### src/rtl/rsa_roundtrip_check.sv
// Round-trip self-test: encrypt MSG, check the ciphertext, decrypt it and check for MSG on one shared pow-mod core.
// me_start follows start by one cycle; good/bad follow the deciding me_end by one cycle; start is ignored while busy.
module rsa_roundtrip_check #(
   parameter int W          = 32,
   parameter int MSG        = 65,
   parameter int PUB_E      = 17,
   parameter int PRIV_D     = 2753,
   parameter int MODULUS    = 3233,
   parameter int EXP_CIPHER = 2790,
   parameter int TIMEOUT    = 100000,
   parameter int CW         = 24
) (
   input  logic         clk,
   input  logic         rstn,
   input  logic         start,
   output logic         me_start,
   output logic [W-1:0] me_base,
   output logic [W-1:0] me_exp,
   output logic [W-1:0] me_mod,
   input  logic         me_end,
   input  logic [W-1:0] me_r,
   output logic         busy,
   output logic         good,
   output logic         bad,
   output logic [1:0]   fail_code,
   output logic [W-1:0] cipher
);

   typedef enum logic [2:0] {IDLE, ENC_REQ, ENC_WAIT, DEC_REQ, DEC_WAIT, DONE} state_t;

   state_t         state, state_nxt;
   logic [CW-1:0]  cnt, cnt_nxt;
   logic           me_start_nxt, busy_nxt, good_nxt, bad_nxt;
   logic [1:0]     fail_code_nxt;
   logic [W-1:0]   base_nxt, exp_nxt, mod_nxt, cipher_nxt;
   logic           expired;

   // cnt is 0 in the me_start cycle, so expiry on TIMEOUT-1 puts bad exactly TIMEOUT cycles later
   assign expired = (cnt == CW'(TIMEOUT - 1));

   always_comb begin
      state_nxt     = state;
      cnt_nxt       = cnt;
      me_start_nxt  = 1'b0;
      base_nxt      = me_base;
      exp_nxt       = me_exp;
      mod_nxt       = me_mod;
      good_nxt      = good;
      bad_nxt       = bad;
      fail_code_nxt = fail_code;
      cipher_nxt    = cipher;
      case (state)
         IDLE, DONE: begin
            if (start) begin
               state_nxt     = ENC_REQ;
               me_start_nxt  = 1'b1;
               base_nxt      = W'(MSG);
               exp_nxt       = W'(PUB_E);
               mod_nxt       = W'(MODULUS);
               good_nxt      = 1'b0;
               bad_nxt       = 1'b0;
               fail_code_nxt = 2'd0;
               cipher_nxt    = '0;
               cnt_nxt       = '0;
            end
         end
         ENC_REQ: begin
            state_nxt = ENC_WAIT;
            cnt_nxt   = cnt + CW'(1);
         end
         ENC_WAIT: begin
            if (me_end) begin
               cipher_nxt = me_r;
               if (me_r == W'(EXP_CIPHER)) begin
                  state_nxt    = DEC_REQ;
                  me_start_nxt = 1'b1;
                  base_nxt     = me_r;
                  exp_nxt      = W'(PRIV_D);
                  cnt_nxt      = '0;
               end else begin
                  state_nxt     = DONE;
                  bad_nxt       = 1'b1;
                  fail_code_nxt = 2'd1;
               end
            end else if (expired) begin
               state_nxt     = DONE;
               bad_nxt       = 1'b1;
               fail_code_nxt = 2'd3;
            end else begin
               cnt_nxt = cnt + CW'(1);
            end
         end
         DEC_REQ: begin
            state_nxt = DEC_WAIT;
            cnt_nxt   = cnt + CW'(1);
         end
         DEC_WAIT: begin
            if (me_end) begin
               state_nxt = DONE;
               if (me_r == W'(MSG)) begin
                  good_nxt = 1'b1;
               end else begin
                  bad_nxt       = 1'b1;
                  fail_code_nxt = 2'd2;
               end
            end else if (expired) begin
               state_nxt     = DONE;
               bad_nxt       = 1'b1;
               fail_code_nxt = 2'd3;
            end else begin
               cnt_nxt = cnt + CW'(1);
            end
         end
         default: state_nxt = IDLE;
      endcase
      busy_nxt = (state_nxt == ENC_REQ) || (state_nxt == ENC_WAIT) ||
                 (state_nxt == DEC_REQ) || (state_nxt == DEC_WAIT);
   end

   always_ff @(posedge clk or negedge rstn) begin
      if (!rstn) begin
         state     <= IDLE;
         cnt       <= '0;
         me_start  <= 1'b0;
         me_base   <= '0;
         me_exp    <= '0;
         me_mod    <= '0;
         busy      <= 1'b0;
         good      <= 1'b0;
         bad       <= 1'b0;
         fail_code <= 2'd0;
         cipher    <= '0;
      end else begin
         state     <= state_nxt;
         cnt       <= cnt_nxt;
         me_start  <= me_start_nxt;
         me_base   <= base_nxt;
         me_exp    <= exp_nxt;
         me_mod    <= mod_nxt;
         busy      <= busy_nxt;
         good      <= good_nxt;
         bad       <= bad_nxt;
         fail_code <= fail_code_nxt;
         cipher    <= cipher_nxt;
      end
   end

endmodule

### config.mk
export PLATFORM = sky130hd
export DESIGN_NAME = rsa_roundtrip_check
export DESIGN_NICKNAME = d
export VERILOG_FILES = /design/src/rtl/rsa_roundtrip_check.sv
export SDC_FILE = /design/constraint.sdc
export NUM_CORES = 1
export LEC_CHECK = 0
export CORE_MARGIN = 2
export CORE_UTILIZATION = 50
export CTS_CLUSTER_SIZE = 10
export DETAILED_ROUTE_END_ITERATION = 10
export DONT_BUFFER_PORTS = 1
export GPL_TIMING_DRIVEN = 1
export PLACE_DENSITY = 0.62
export SLEW_MARGIN = 0
export SYNTH_ARGS = -nofsm -noshare
export SYNTH_HDL_FRONTEND = slang
export SYNTH_SLANG_ARGS = --single-unit
### constraint.sdc
create_clock -name clk -period 4.5 [get_ports clk]
set_clock_uncertainty 0.15 [all_clocks]
set_input_delay 0.675 -clock clk [delete_from_list [all_inputs] [get_ports clk]]
set_output_delay 0.675 -clock clk [all_outputs]
set_load 0.01 [all_outputs]
==> results of run 1 <==
-- how the worst max path moves through the flow --
stage               depth (start not counted)  slack, ps      from            endpoint
global placement                            6        980   me_r[8]  cnt[9]$_DFFE_PN0P_
detailed placement                          6        960   me_r[8]  cnt[9]$_DFFE_PN0P_
floorplan                                   7       1990  me_r[11]  cnt[9]$_DFFE_PN0P_
CTS                                         6       1360   me_r[8]  cnt[9]$_DFFE_PN0P_
global route                                6        960   me_r[8]  cnt[9]$_DFFE_PN0P_
finish                                      6       1340   me_r[8]  cnt[9]$_DFFE_PN0P_
-- kinds of logic (layout without fill, tap and decap cells) --
kind of cell | count (synthesis) | count (layout) | share of synthesized area [%]
flip-flops | 101 | 101 | 50.3
multiplexers | 3 | 3 | 0.623
AO/OA/AOI/OAI | 93 | 93 | 12.5
XOR/XNOR | 3 | 3 | 0.672
other | 1 | 53 | 0.0746
adder cells (fa/ha/maj) | 1 | 1 | 0.249
AND/OR/NAND/NOR | 230 | 230 | 23.6
buffers and inverters | 95 | 31 | 12.0
-- stage by stage --
stage	instance area, um2	hold WS [ps]	utilization, %
2_1_floorplan	5220	229	-
3_3_place_gp	4870	231	49.8
3_5_place_dp	4870	231	49.8
4_1_cts	5110	86.6	52.2
5_1_grt	5110	102	52.2
6_report	5110	67.1	52.2
-- metal layers --
layer / track usage [%] / wire length [um]
met1: 24.5 / 4480
met2: 31.6 / 5170
met3: 5.26 / 697
met4: 8.30 / 163
met5: 0 / 0
-- power groups by stage --
stage / logic [mW] / clock network, mW / registers [mW]
5_1_grt: 0.943 / 0.652 / 1.29
6_report: 0.834 / 0.599 / 1.27
3_3_place_gp: 0.790 / 0 / 1.29
2_1_floorplan: 0.736 / 0 / 1.22
4_1_cts: 0.838 / 0.616 / 1.27
3_5_place_dp: 0.813 / 0 / 1.29
-- placed cells by master, fill, tap and decap left out, drive strengths merged, types with 6 or more instances in the layout --
cell,instances
and2,31
nor4,11
nand2,88
clkbuf,10
a21oi,14
o21ai,25
inv,13
nor2,12
nor2b,7
a21o,7
nand3,44
conb,53
dfrtp,101
nand4,6
o31ai,15
-- worst reg2reg max path: cells and delay by family, from the launching register on --
family / cells / cell delay [ps]
compound gates: 4 / 1320
flops: 1 / 670
simple gates: 2 / 870
-- state kept, by name (all words and copies together), names as in the netlist --
signal and count:
good 1, bad 1, me_exp 3, busy 1, fail_code 2, state 3, cnt 24, me_mod 1
me_base 32, me_start 1, cipher 32
-- area by class of cell --
class,count,area [um2]
Clock buffer,10,138
Clock inverter,6,68.8
Tap cell,133,166
Timing Repair Buffer,4,50.0
Fill cell,907,4670
Multi-Input combinational cell,383,2110
Sequential cell,101,2530
Inverter,11,41.3
==> results.json, run 1 <==
{
  "status": "complete, no violations",
  "leakage_nw": 2.45,
  "setup_viol_count_final": 0,
  "tns_ps": 0,
  "p_per_area_mw_per_mm2": 529,
  "layout_setup_ws_ps": 1340,
  "path_cells": "nor4b_1, nand4_1, nor3_1, o221ai_2, nand2b_1, o41ai_1",
  "cp-end-kind": "flip-flop",
  "viasPerCell": 5.51,
  "fin_cells": 648,
  "critPathArrivalTime_ps": 3280,
  "grt_pass1_wl_um": 17200,
  "post_cts.repair.setup_buffers": 0,
  "antenna_cells": 0,
  "ios": 170,
  "dieWidth_um": 104,
  "period_needed_ps": 3160,
  "hold_buffers": 1,
  "swShare_pct": 41.5,
  "area_growth_syn_to_layout_pct": 1.62,
  "crit_family": "simple AND/OR/NAND/NOR gates",
  "syn_avg_cell_area_um2": 9.53,
  "post-place-ws_ps": 963,
  "required_ps": 4620,
  "clockBufferDepth": 2,
  "cts_max_level": 3,
  "tightest_slew_ps": 1120,
  "cts_root_buffer": "clkbuf_8",
  "grt_pass1_vias": 3353,
  "clkLatencyLatePin_ps": 370,
  "pwr-share-clk_pct": 22.2,
  "relSlewSlack_pct": 25.3,
  "finalWirelength_um": 10500,
  "start_util_pct": 51.4,
  "synth_top_area_cell": "dfrtp_1",
  "yosys-top-cells-count": "dfrtp_1, nand2_1, buf_4",
  "numCtsBuffers": 9,
  "row_count": 36,
  "combinationalPowerShare_pct": 30.9,
  "synthCells": 527,
  "crit_path_max_incr_delay_ps": 700,
  "fmax_ghz": 0.316,
  "hold_class": "primary input to async pin",
  "synth_edf_count": 0,
  "synth.most_common_cell": "dfrtp_1",
  "grt_usage_pct": 19.4,
  "hpwl_um": 7200,
  "peakVddDrop_mv": 0.200,
  "r2r-start": "state[0]$_DFF_PN0_",
  "synth_warnings": 0,
  "reg2reg_to": "cnt[9]$_DFFE_PN0P_",
  "synthArstFlopShare_pct": 100,
  "gp_congestion": 0.843,
  "report.final.slew_viol_count": 0,
  "grt_max_degree": 102,
  "rr_worst_depth": 6,
  "dpl.cell_count": 631,
  "startpoint_type": "primary input",
  "antenna_found_initial": 0,
  "synth.area.top_cells": "dfrtp_1, buf_4, nand2_1",
  "path_buf_inv": 0,
  "cts_resized": 0,
  "drt-pass1-iter-count": 4,
  "power.total_mw": 2.70,
  "coreArea_mm2": 0.00977,
  "gr-total-overflow": 0,
  "synth_top_area_share_pct": 50.3,
  "synth_flop_cell": "dfrtp_1",
  "path_class": "primary input to flip-flop",
  "ant_nets": 0,
  "synth_cell_types": 60,
  "cts_tree": "built",
  "cap_violations": 0,
  "io_buffers": 0,
  "min_period_over_period_pct": 70.3,
  "pwr-share-seq_pct": 46.9,
  "wire_per_inst_um": 16.2,
  "ff2ff_setup_slack_ps": 1390,
  "grt_setup_unrepaired": "no",
  "vias": 3573,
  "dieArea_mm2": 0.0109,
  "p_sw_mw": 1.12,
  "clock_sinks": 101,
  "yosys_register_bits": 101,
  "crit_fanout": 25,
  "p_int_mw": 1.58,
  "final-hold-violation-count": 0,
  "syn-cell-area_mm2": 0.00502,
  "drc": 0,
  "clkTransAtPathRegs_ps": 100,
  "fin_nets": 547,
  "drtIter0Drc": 221,
  "drive_gt1_share_pct": 7.57,
  "fp.dieH_um": 104,
  "crit_path_top_delay_cell": "nand2b_1",
  "synth.yosys.seq_area_share_pct": 50.3
}
Note: power is estimated with default switching activity, not from simulation.
==> inputs of run 2 (changes only) <==
--- a/config.mk
+++ b/config.mk
@@ -11,7 +11,7 @@
 export DETAILED_ROUTE_END_ITERATION = 10
 export DONT_BUFFER_PORTS = 1
 export GPL_TIMING_DRIVEN = 1
-export PLACE_DENSITY = 0.62
+export PLACE_DENSITY = 0.65
 export SLEW_MARGIN = 0
 export SYNTH_ARGS = -nofsm -noshare
 export SYNTH_HDL_FRONTEND = slang
==> constraint.sdc (replaced) <==
create_clock -name clk -period 2.75 [get_ports clk]
set_clock_uncertainty 0.15 [all_clocks]
set_input_delay 0.4125 -clock clk [delete_from_list [all_inputs] [get_ports clk]]
set_output_delay 0.4125 -clock clk [all_outputs]
set_load 0.01 [all_outputs]
==> results.json, run 2 (synthesis results as in run 1) <==
{
  "antenna_found_initial": 0,
  "leakage_nw": 2.52,
  "hold_class": "primary input to async pin",
  "grt_usage_pct": 19.2,
  "area_growth_syn_to_layout_pct": 4.31,
  "critPathArrivalTime_ps": 2760,
  "status": "complete, but fails checks",
  "grt_setup_unrepaired": "no",
  "clock_sinks": 101,
  "start_util_pct": 51.4,
  "ios": 170,
  "p_per_area_mw_per_mm2": 842,
  "finalWirelength_um": 10400,
  "dieArea_mm2": 0.0109,
  "numCtsBuffers": 9,
  "fp.dieH_um": 104,
  "grt_max_degree": 102,
  "row_count": 36,
  "report.final.slew_viol_count": 0,
  "drc": 0,
  "reg.largest.list": "cipher: 32 flops, me_base: 32 flops, cnt: 24 flops",
  "fin_nets": 569,
  "coreArea_mm2": 0.00977,
  "cts_resized": 0,
  "hpwl_um": 7200,
  "min_period_over_period_pct": 95.3,
  "viasPerCell": 5.39,
  "relSlewSlack_pct": 23.5,
  "fillers": 878,
  "gr-total-overflow": 0,
  "drive_gt1_share_pct": 9.12,
  "cts_root_buffer": "clkbuf_8",
  "ff_latch_area_mm2": 0.00253,
  "grt_pass1_vias": 3349,
  "required_ps": 2890,
  "path_class": "flip-flop to flip-flop",
  "peakVddDrop_mv": 0.319,
  "m1WireLength_um": 4630,
  "final-hold-violation-count": 101,
  "tightest_slew_ps": 1150,
  "ant_nets": 0,
  "power.total_mw": 4.41,
  "failed_checks": "hold timing",
  "tns_ps": 0,
  "drt-pass1-iter-count": 4,
  "final_cell_mix": "dfrtp_1, nand2_1, conb_1",
  "holdWs_ps": -428,
  "wire_per_inst_um": 15.5,
  "cts_tree": "built",
  "met2_length_um": 4910,
  "gp_congestion": 0.836,
  "startpoint_type": "flip-flop",
  "layout_commonest_cell": "dfrtp_1",
  "setup_viol_count_final": 0,
  "cp-end-kind": "flip-flop",
  "antenna_cells": 0,
  "clockBufferDepth": 2,
  "clkLatencyLatePin_ps": 370,
  "vias": 3614,
  "clkTransAtPathRegs_ps": 100,
  "multi_input_area_mm2": 0.00210,
  "io_buffers": 0,
  "crit_fanout": 8,
  "grt_pass1_wl_um": 17000,
  "cap_violations": 0,
  "period_needed_ps": 2620,
  "top_layer_used": "met4",
  "wl_met3_um": 708,
  "fmax_ghz": 0.382,
  "drtIter0Drc": 300,
  "dieWidth_um": 104,
  "cts_max_level": 3
}
## run 2: stage by stage
step | instance area [um2] | std cells | utilization [%] | hold slack (ps) | setup WS [ps]
2_1_floorplan | 5220 | 579 | - | -33.1 | 334
3_3_place_gp | 4950 | 643 | 50.7 | -31.2 | 175
3_5_place_dp | 4950 | 643 | 50.7 | -31.0 | 142
4_1_cts | 5220 | 668 | 53.4 | -449 | 95.6
5_1_grt | 5240 | 670 | 53.6 | -463 | 24.1
6_report | 5240 | 670 | 53.6 | -428 | 130
## run 2: layer usage
layer  GRT usage (%)  up-vias
met3            5.39       12
met4            6.47        0
met1            25.8     1752
met5               0        -
met2            30.0      136
li1                -     1714
## run 2: cell type report
| cell class | instances | area share (%) |
|---|---|---|
| Sequential cell | 101 | 48.2 |
| Multi-Input combinational cell | 383 | 40.2 |
| Timing Repair Buffer | 26 | 4.20 |
| Tap cell | 133 | 3.17 |
| Clock buffer | 9 | 2.36 |
| Clock inverter | 7 | 1.10 |
| Inverter | 11 | 0.788 |
## run 2: final timing paths
kind                                      from                       to  slack (ps)  cells past startpoint
setup / recovery            cnt[5]$_DFFE_PN0P_       cnt[3]$_DFFE_PN0P_         130                      6
hold / removal                            rstn  me_base[24]$_DFFE_PN0P_        -430                      0
setup reg to reg            cnt[5]$_DFFE_PN0P_       cnt[3]$_DFFE_PN0P_         130                      6
hold reg to reg            cnt[23]$_DFFE_PN0P_      cnt[23]$_DFFE_PN0P_         350                      1
max in group asynchronous                 rstn   cipher[22]$_DFFE_PN0P_        2750                      0
min in group clk                      me_r[23]   cipher[23]$_DFFE_PN0P_          10                      2
## run 2: where the power goes
part	leakage, nW	switching, mW	internal [mW]
logic	1.07	0.954	0.512
registers	1.36	0.337	1.73
clock network	0.0886	0.536	0.343
## run 2: repair_timing
action / in CTS / in global routing
endpoints found under the setup margin: 0 / 4
hold buffers: 9 / 1
hold endpoints to repair: 110 / 102
buffers inserted: 0 / 1
## run 2: worst max-delay path: stages (launching register included)
cell and delay (ps):
dfrtp_1 470, or4b_4 580, nor4b_4 320, a21oi_2 170, o31ai_4 370, mux2_2 380, o211ai_1 90
==> inputs of run 3 (changes only) <==
--- a/config.mk
+++ b/config.mk
@@ -5,12 +5,13 @@
 export SDC_FILE = /design/constraint.sdc
 export NUM_CORES = 1
 export LEC_CHECK = 0
+export CAP_MARGIN = 20
 export CORE_MARGIN = 2
 export CORE_UTILIZATION = 50
 export CTS_CLUSTER_SIZE = 10
 export DETAILED_ROUTE_END_ITERATION = 10
 export DONT_BUFFER_PORTS = 1
-export GPL_TIMING_DRIVEN = 1
+export GPL_TIMING_DRIVEN = 0
 export PLACE_DENSITY = 0.65
 export SLEW_MARGIN = 0
 export SYNTH_ARGS = -nofsm -noshare
==> results.json, run 3 (synthesis results as in run 1) <==
{
  "post-place-ws_ps": -26.2,
  "p_int_mw": 2.71,
  "critPathArrivalTime_ps": 2750,
  "antenna_found_initial": 0,
  "cts_root_buffer": "clkbuf_8",
  "drt-pass1-iter-count": 5,
  "crit_path_top_delay_cell": "or4b_4",
  "power.total_mw": 4.59,
  "wire_per_inst_um": 15.2,
  "swShare_pct": 41.0,
  "start_util_pct": 51.4,
  "p_per_area_mw_per_mm2": 793,
  "final_cell_mix": "dfrtp_1, nand2_1, buf_4",
  "pwr-share-seq_pct": 44.2,
  "numCtsBuffers": 9,
  "final-hold-violation-count": 101,
  "area_growth_syn_to_layout_pct": 15.3,
  "cp-end-kind": "flip-flop",
  "final_area_mm2": 0.00579,
  "holdWs_ps": -431,
  "min_period_over_period_pct": 94.9,
  "peakVddDrop_mv": 0.307,
  "p_sw_mw": 1.88,
  "report.final.slew_viol_count": 0,
  "fmax_ghz": 0.383,
  "vias": 3897,
  "drc": 0,
  "tightest_slew_ps": 781,
  "failed_checks": "hold timing",
  "path_cells": "or4b_4, nor4b_4, a21oi_2, o31ai_4, mux2_2, o211ai_1",
  "crit_fanout": 8,
  "cts_max_level": 3,
  "drtIter0Drc": 302,
  "dieWidth_um": 104,
  "drive_gt1_share_pct": 15.8,
  "pwr-share-clk_pct": 21.2,
  "coreArea_mm2": 0.00977,
  "clockBufferDepth": 2,
  "critPathLaunch": "cnt[5]$_DFFE_PN0P_",
  "grt_pass1_vias": 3699,
  "fp.dieH_um": 104,
  "fin_nets": 646,
  "dpl-instance-area_mm2": 0.00539,
  "antenna_cells": 0,
  "layout_setup_ws_ps": 140,
  "relSlewSlack_pct": 47.5,
  "leakage_nw": 2.86,
  "startpoint_type": "flip-flop",
  "finalWirelength_um": 11400,
  "hpwl_um": 8150,
  "grt_usage_pct": 21.1,
  "row_count": 36,
  "grt_pass1_wl_um": 18600,
  "r2r-start": "cnt[5]$_DFFE_PN0P_",
  "status": "complete, but fails checks",
  "gp_congestion": 0.849,
  "crit_path_max_incr_delay_ps": 570,
  "io_buffers": 0,
  "tns_ps": 0,
  "reg.largest.list": "cipher: 32 flops, me_base: 32 flops, cnt: 24 flops",
  "ant_nets": 0,
  "fin_cells": 747,
  "required_ps": 2890,
  "grt_setup_unrepaired": "no",
  "ios": 170,
  "clock_sinks": 101,
  "setup_viol_count_final": 0,
  "hold_buffers": 19,
  "fin_util_pct": 59.3,
  "grt_max_degree": 102,
  "hold_class": "primary input to async pin",
  "cts_tree": "built",
  "fillers": 841,
  "dieArea_mm2": 0.0109,
  "combinationalPowerShare_pct": 34.6,
  "gr-total-overflow": 0,
  "cap_violations": 0,
  "post_cts.repair.setup_buffers": 0,
  "clkLatencyLatePin_ps": 370,
  "layout_commonest_cell": "dfrtp_1",
  "viasPerCell": 5.22,
  "clkTransAtPathRegs_ps": 100,
  "period_needed_ps": 2610,
  "dpl.cell_count": 712,
  "path_class": "flip-flop to flip-flop"
}
[run 3: cell count changes in the layout (fill, tap and decap cells not counted), moves of 3 or more]
| cell | delta |
|---|---|
| buf_1 | +3 |
| buf_4 | +44 |
| clkbuf_1 | +17 |
| dlygate4sd3_1 | +9 |
[run 3: timing repair]
action	in CTS	in global routing
setup endpoints to repair	20	23
resized for setup	1	4
pin swaps	0	1
endpoints found under the hold margin	120	101
[run 3: final timing paths]
path / to / slack, ps / depth (start not counted)
min in group clk: cipher[11]$_DFFE_PN0P_ / 20 / 2
min: me_base[21]$_DFFE_PN0P_ / -430 / 0
max in group asynchronous: cipher[28]$_DFFE_PN0P_ / 2740 / 0
max: cnt[3]$_DFFE_PN0P_ / 140 / 6
max reg2reg: cnt[3]$_DFFE_PN0P_ / 140 / 6
min reg2reg: cnt[23]$_DFFE_PN0P_ / 350 / 1
[run 3: area by class of cell]
cell class	count	area (um2)	share of cell area [%]
Inverter	11	41.3	0.713
Clock inverter	7	80.1	1.38
Tap cell	133	166	2.87
Clock buffer	9	124	2.14
Buffer	84	561	9.67
Sequential cell	101	2530	43.6
Timing Repair Buffer	19	190	3.28
Multi-Input combinational cell	383	2100	36.3
[run 3: critical path: cells and delay by family (launching register included)]
kind	cells	cell delay, ps
DFF	1	470
AOI/OAI and AO/OA	3	660
and+or+nand+nor	2	870
muxes	1	390
[run 3: per-layer routing]
layer  vias to the layer above  routed length (um)  global-route usage, %
li1                       1870                   -                      -
met3                        19                 828                   4.89
met4                         0                 208                   8.01
met5                         -                   0                      0
met2                       152                5610                   35.3
met1                      1856                4730                   26.8
[run 3: power by group through the flow]
stage               Combinational [mW]  Sequential [mW]  Clock, mW
finish                            1.59             2.03      0.972
global route                      1.79             2.06       1.04
CTS                               1.58             2.04       1.00
detailed placement                1.55             2.07          0
global placement                  1.50             2.06          0
floorplan                         1.20             2.00          0
